==> src/rtl/alu_pkg.sv <==
// Shared encodings for the ALU operand-select stage.
package alu_pkg;

  localparam int REG_ADDR_W = 5;

  localparam logic [1:0] SRC_A_RS1  = 2'b00;
  localparam logic [1:0] SRC_A_PC   = 2'b01;
  localparam logic [1:0] SRC_A_ZERO = 2'b10;

  localparam logic SRC_B_REG = 1'b0;
  localparam logic SRC_B_IMM = 1'b1;

  typedef enum logic {
    ST_EMPTY = 1'b0,
    ST_FULL  = 1'b1
  } stage_state_e;

endpackage

==> src/rtl/operand_fwd_sel.sv <==
// Priority forwarding selector for one source register.
// Source 0 is the youngest stage and wins over every older one; x0 is never forwarded.
module operand_fwd_sel
  import alu_pkg::*;
#(
  parameter int XLEN    = 32,
  parameter int NUM_FWD = 2
) (
  input  logic [REG_ADDR_W-1:0]         rs_addr_i,
  input  logic [XLEN-1:0]               rd_val_i,
  input  logic [NUM_FWD-1:0]            fwd_valid_i,
  input  logic [NUM_FWD*REG_ADDR_W-1:0] fwd_rd_i,
  input  logic [NUM_FWD*XLEN-1:0]       fwd_data_i,
  output logic [XLEN-1:0]               val_o,
  output logic                          hit_o
);

  logic [NUM_FWD-1:0] match;

  for (genvar i = 0; i < NUM_FWD; i++) begin : g_match
    assign match[i] = fwd_valid_i[i] && (fwd_rd_i[i*REG_ADDR_W +: REG_ADDR_W] == rs_addr_i);
  end

  // Walk oldest to youngest so the lowest matching index is the last writer.
  always_comb begin
    val_o = rd_val_i;
    hit_o = 1'b0;
    for (int i = NUM_FWD - 1; i >= 0; i--) begin
      if (match[i] && (rs_addr_i != '0)) begin
        val_o = fwd_data_i[i*XLEN +: XLEN];
        hit_o = 1'b1;
      end
    end
  end

endmodule

==> src/rtl/alu_operand_stage.sv <==
// Registered ALU operand-select stage: forwarding, operand muxing and a
// single-entry valid/ready pipeline register with stall and flush.
module alu_operand_stage
  import alu_pkg::*;
#(
  parameter int XLEN    = 32,
  parameter int NUM_FWD = 2
) (
  input  logic                          clk,
  input  logic                          rst_n,
  input  logic                          in_valid,
  output logic                          in_ready,
  input  logic [REG_ADDR_W-1:0]         rs1_addr,
  input  logic [REG_ADDR_W-1:0]         rs2_addr,
  input  logic [XLEN-1:0]               rd1,
  input  logic [XLEN-1:0]               rd2,
  input  logic [XLEN-1:0]               imm_ext,
  input  logic [XLEN-1:0]               pc,
  input  logic [1:0]                    alu_src_a,
  input  logic                          alu_src_b,
  input  logic [NUM_FWD-1:0]            fwd_valid,
  input  logic [NUM_FWD*REG_ADDR_W-1:0] fwd_rd,
  input  logic [NUM_FWD*XLEN-1:0]       fwd_data,
  input  logic                          flush,
  output logic                          out_valid,
  input  logic                          out_ready,
  output logic [XLEN-1:0]               src_a,
  output logic [XLEN-1:0]               src_b,
  output logic [XLEN-1:0]               store_data,
  output logic [1:0]                    fwd_hit
);

  stage_state_e    state_q, state_d;
  logic            accept;
  logic [XLEN-1:0] rs1_val, rs2_val;
  logic            rs1_hit, rs2_hit;
  logic [XLEN-1:0] src_a_d, src_b_d;
  logic [XLEN-1:0] src_a_q, src_b_q, store_q;
  logic [1:0]      hit_q;

  operand_fwd_sel #(.XLEN(XLEN), .NUM_FWD(NUM_FWD)) u_fwd_rs1 (
    .rs_addr_i(rs1_addr), .rd_val_i(rd1), .fwd_valid_i(fwd_valid),
    .fwd_rd_i(fwd_rd), .fwd_data_i(fwd_data), .val_o(rs1_val), .hit_o(rs1_hit)
  );

  operand_fwd_sel #(.XLEN(XLEN), .NUM_FWD(NUM_FWD)) u_fwd_rs2 (
    .rs_addr_i(rs2_addr), .rd_val_i(rd2), .fwd_valid_i(fwd_valid),
    .fwd_rd_i(fwd_rd), .fwd_data_i(fwd_data), .val_o(rs2_val), .hit_o(rs2_hit)
  );

  // Ready depends only on the held entry and downstream, never on in_valid.
  assign out_valid = (state_q == ST_FULL);
  assign in_ready  = !out_valid || out_ready;
  assign accept    = in_valid && in_ready;

  // Operand muxes sit after forwarding; reserved src_a code reads as zero.
  always_comb begin
    src_a_d = '0;
    case (alu_src_a)
      SRC_A_RS1: src_a_d = rs1_val;
      SRC_A_PC:  src_a_d = pc;
      default:   src_a_d = '0;
    endcase
    src_b_d = (alu_src_b == SRC_B_IMM) ? imm_ext : rs2_val;
  end

  // Next-state: flush dominates; FULL stays FULL on stall or pass-through.
  always_comb begin
    state_d = state_q;
    case (state_q)
      ST_EMPTY: if (accept && !flush) state_d = ST_FULL;
      ST_FULL: begin
        if (flush)                        state_d = ST_EMPTY;
        else if (out_ready && !accept)    state_d = ST_EMPTY;
      end
      default: state_d = ST_EMPTY;
    endcase
  end

  // Control flop.
  always_ff @(posedge clk or negedge rst_n) begin
    if (!rst_n) state_q <= ST_EMPTY;
    else        state_q <= state_d;
  end

  // Data registers load on any accept; a flushed capture is masked by out_valid.
  always_ff @(posedge clk or negedge rst_n) begin
    if (!rst_n) begin
      src_a_q <= '0;
      src_b_q <= '0;
      store_q <= '0;
      hit_q   <= '0;
    end else if (accept) begin
      src_a_q <= src_a_d;
      src_b_q <= src_b_d;
      store_q <= rs2_val;
      hit_q   <= {rs2_hit, rs1_hit};
    end
  end

  assign src_a      = src_a_q;
  assign src_b      = src_b_q;
  assign store_data = store_q;
  assign fwd_hit    = hit_q;

endmodule
==> config.mk <==
export PLATFORM = sky130hd
export DESIGN_NAME = alu_operand_stage
export DESIGN_NICKNAME = d
export VERILOG_FILES = /design/src/rtl/alu_pkg.sv /design/src/rtl/operand_fwd_sel.sv /design/src/rtl/alu_operand_stage.sv
export SDC_FILE = /design/constraint.sdc
export NUM_CORES = 1
export LEC_CHECK = 0
export ABC_AREA = 1
export BUFFER_PORTS_ARGS = -buffer_cell sky130_fd_sc_hd__buf_2
export CAP_MARGIN = 10
export CORE_ASPECT_RATIO = 0.6
export CORE_MARGIN = 2
export CORE_UTILIZATION = 42
export DETAILED_ROUTE_END_ITERATION = 16
export GPL_TIMING_DRIVEN = 1
export PLACE_DENSITY = 0.83
export SYNTH_ARGS = -nofsm -noshare
export SYNTH_HDL_FRONTEND = slang
export SYNTH_SLANG_ARGS = --single-unit
==> constraint.sdc <==
create_clock -name clk -period 1.3 [get_ports clk]
set_clock_uncertainty 0.1 [all_clocks]
set_input_delay 0.39 -clock clk [delete_from_list [all_inputs] [get_ports clk]]
set_output_delay 0.39 -clock clk [all_outputs]
set_load 0.005 [all_outputs]
==> results.toml <==
[run_status]
outcome = "complete, but fails checks"
violations = "negative setup slack"

[critical_path]
critPathKind = "input port to flop"
crit_fanout = 6
crit_top_cell = "nand2_1"
worst-r2r-cell-count = 8
cp-start-kind = "input port"
critical_path.cell_chain = "buf_4 > xnor2_2 > nand2_4 > nor2_4 > buf_6 > nand2_8 > buf_16 > nand2_1 > nand3_2 > nand3_1 > nand2_1 > nand2_1"
worstReg2RegEnd = "src_b[10]"
cp-end-kind = "flop"
cp-startpoint = "rs2_addr[2]"
r2r_slack_ps = -140
cp.required_ps = 1480
worst-path-stages = 12
max_stage_delay_ps = 180
cp_num_buf_inv = 3
cpMaxStageDelayCell = "xnor2_2"
reg2reg_from = "out_valid"
cp_top_family = "simple AND/OR/NAND/NOR gates"
cp-endpoint = "src_b[7]"
cp.arrival_ps = 1780

[synthesis]
syn_avg_cell_area_um2 = 6.49
synth-simple-area-share_pct = 44.1
yosys.area_share.adder_pct = 0
synth_top_area_cell = "dfrtp_1"
synth_top_area_share_pct = 38.0
synthXorXnorAreaFrac_pct = 0.269
synth_area_mm2 = 0.00652
synth_compound_area_share_pct = 7.83
synth-seq-cells = 99
syn_nets = 1227
synth_cells = 1005
yosys-top-cells-area = "dfrtp_1 38%, nand2_1 19%, nand3_1 10%"
synth_top_family_by_area = "simple AND/OR/NAND/NOR gates"
ys_types = 26
yosysWarnings = 0
yosysSeqAreaShare_pct = 38.0
synthMuxAreaShare_pct = 0

[sta]
finalCritPeriodShare_pct = 123
finalCriticalPeriod_ps = 1600
worst_pin_slew_ps = 349
hold_viol_final = 0
fin_ws_ps = -300
slew_headroom_pct = 76.7
rsz0062_at_grt = "yes"
max_freq_ghz = 0.625
finalSetupTns_ps = -25750
setup_viol = 198
slew_violations = 0

[place]
dpl.hpwl_um = 19200
place_area_mm2 = 0.00872
place.gp.congestion = 0.950
portBuffers = 321

[cts]
clkTransAtPathRegs_ps = 80
clock-sinks = 99
clock_latency_ps = 340
cts_inserted_buffers = 9
htree_levels = 3
clockBufferDepth = 2
cts-root-buf = "clkbuf_16"
cts_tree = "done"

[drt]
detail-route-antenna-nets = 0
drt_iter0_drc = 1230
firstDrtPassIters = 6
wire_per_inst_um = 19.3
vias_per_cell = 5.55
drc = 0
wl_um = 31000
vias = 8892

[floorplanning]
pin_count = 322
die-area_mm2 = 0.0166
coreArea_mm2 = 0.0153
die_height_um = 101
floorplan.initialDensity_pct = 42.7
fp-row-count = 35
fp.dieW_um = 165

[final_layout]
nFillCells = 1154
drive_gt1_share_pct = 47.1
finish.utilization_pct = 71.4
nNetsFinal = 1615
area_delta_synth_final_pct = 67.2
fin_area_mm2 = 0.0109

[pwr]
p_sw_share_pct = 33.6
power_density_mw_per_mm2 = 886
internal_power_w = 0.00642
irDropWorstVdd_v = 0.000587
pwr-share-comb_pct = 34.1
switchingPower_w = 0.00324
leakage_nw = 5.86
p_seq_share_pct = 38.4
clockPowerShare_pct = 27.5

[global_routing]
track_usage_pct = 34.2
grt_pass1_vias = 8091
grt_overflow_total = 0
grt_antenna_before_repair = 3
grt_pass1_wl_um = 43100
grt_start_max_net_pins = 42

[job]
max_cap_violations = 0

[hold_path]
min_path_type = "input port to flop"
==> cell families after synthesis <==
kind of cell	count (synthesis)
AND/OR/NAND/NOR	674
flip-flops	99
AO/OA/AOI/OAI	93
XOR/XNOR	2
buffers and inverters	137
==> layer usage <==
| layer | wire, µm | global-route usage (%) | vias up |
|---|---|---|---|
| li1 | - | - | 3989 |
| met1 | 12100 | 46.6 | 4096 |
| met2 | 14200 | 52.8 | 691 |
| met3 | 3470 | 8.06 | 114 |
| met4 | 1160 | 13.2 | 2 |
| met5 | 13 | 0 | - |
==> synth_stat cells <==
cell type  number
buf_2          10
nand2_1       331
buf_4          12
dfrtp_1        99
buf_1           7
or2_2           1
nand3_1       132
clkbuf_1       25
a21oi_1        55
inv_2          12
a31oi_1        34
nor2_2          1
nand3b_1       32
nand3_2         1
nand2_4         1
nand2_2         1
o22ai_1         2
buf_6           9
o21ai_1         1
nor2_1        168
xnor2_1         2
inv_1          61
inv_4           1
nand4_1         1
nor2_4          5
o21ai_0         1
==> final cells by class <==
type | count | area (µm²) | share of cell area [%]
diodes | 2 | 5.00 | 0.0459
clock buffers | 10 | 239 | 2.19
clock inverters | 6 | 45.0 | 0.413
inverters | 74 | 374 | 3.43
multi-input cells | 769 | 4320 | 39.6
flip-flops and latches | 99 | 2480 | 22.7
well taps | 203 | 254 | 2.33
repair buffers | 436 | 3110 | 28.5
repair inverters | 4 | 77.6 | 0.711
==> worst min path at each step <==
stage / startpoint / end / slack, ps / depth (start not counted)
4_1_cts: flush / out_valid / 80 / 2
3_5_place_dp: rst_n / store_data[11] / 210 / 1
2_1_floorplan: rst_n / fwd_hit[0] / -6 / 0
5_1_grt: flush / out_valid / 100 / 2
3_3_place_gp: rst_n / src_b[9] / 210 / 1
6_report: flush / out_valid / 110 / 2
==> through the flow <==
stage	worst slack (ps)	instances	hold WS [ps]	total power (W)
final	-300	1603	107	0.00966
after global routing	-348	1603	98.2	0.0101
after global placement	-650	1513	207	0.00614
after CTS	-189	1571	82.8	0.00929
after floorplan	-174	1005	-5.59	0.00486
after detailed placement	-680	1513	210	0.00619
==> sequential cells by signal, summed over array words and instances (netlist names) <==
| signal | flops |
|---|---|
| fwd_hit | 2 |
| out_valid | 1 |
| src_a | 32 |
| src_b | 32 |
| store_data | 32 |
==> cells in the final DEF, fill, tap and decap left out, types with 3 or more instances in the layout <==
cell       count
a21oi_1       50
a21oi_2        5
a31oi_1       31
buf_12        23
buf_16         5
buf_2        299
buf_4         73
buf_6         23
buf_8         10
clkbuf_16     11
dfrtp_1       99
inv_1         51
inv_12         4
inv_2         12
inv_6          6
inv_8          3
nand2_1      258
nand2_2       38
nand2_4       35
nand3_1       64
nand3_2       63
nand3_4        6
nand3b_1      32
nor2_1       148
nor2_2        13
nor2_4        13
==> power groups by stage <==
stage | Combinational [W] | Sequential [W] | Clock [W]
2_1_floorplan | 0.00110 | 0.00377 | 0
3_3_place_gp | 0.00240 | 0.00375 | 0
3_5_place_dp | 0.00244 | 0.00375 | 0
4_1_cts | 0.00291 | 0.00369 | 0.00268
5_1_grt | 0.00354 | 0.00374 | 0.00282
6_report | 0.00329 | 0.00371 | 0.00266
==> what timing repair did <==
item | in CTS | in global routing
hold buffers | 1 | 0
setup buffers | 32 | 31
gates resized for setup | 212 | 86
gates cloned | 10 | 2
endpoints found under the hold margin | 15 | 0
endpoints found under the setup margin | 198 | 198
pin swaps | 69 | 53
Note: power is estimated with default switching activity, not from simulation.
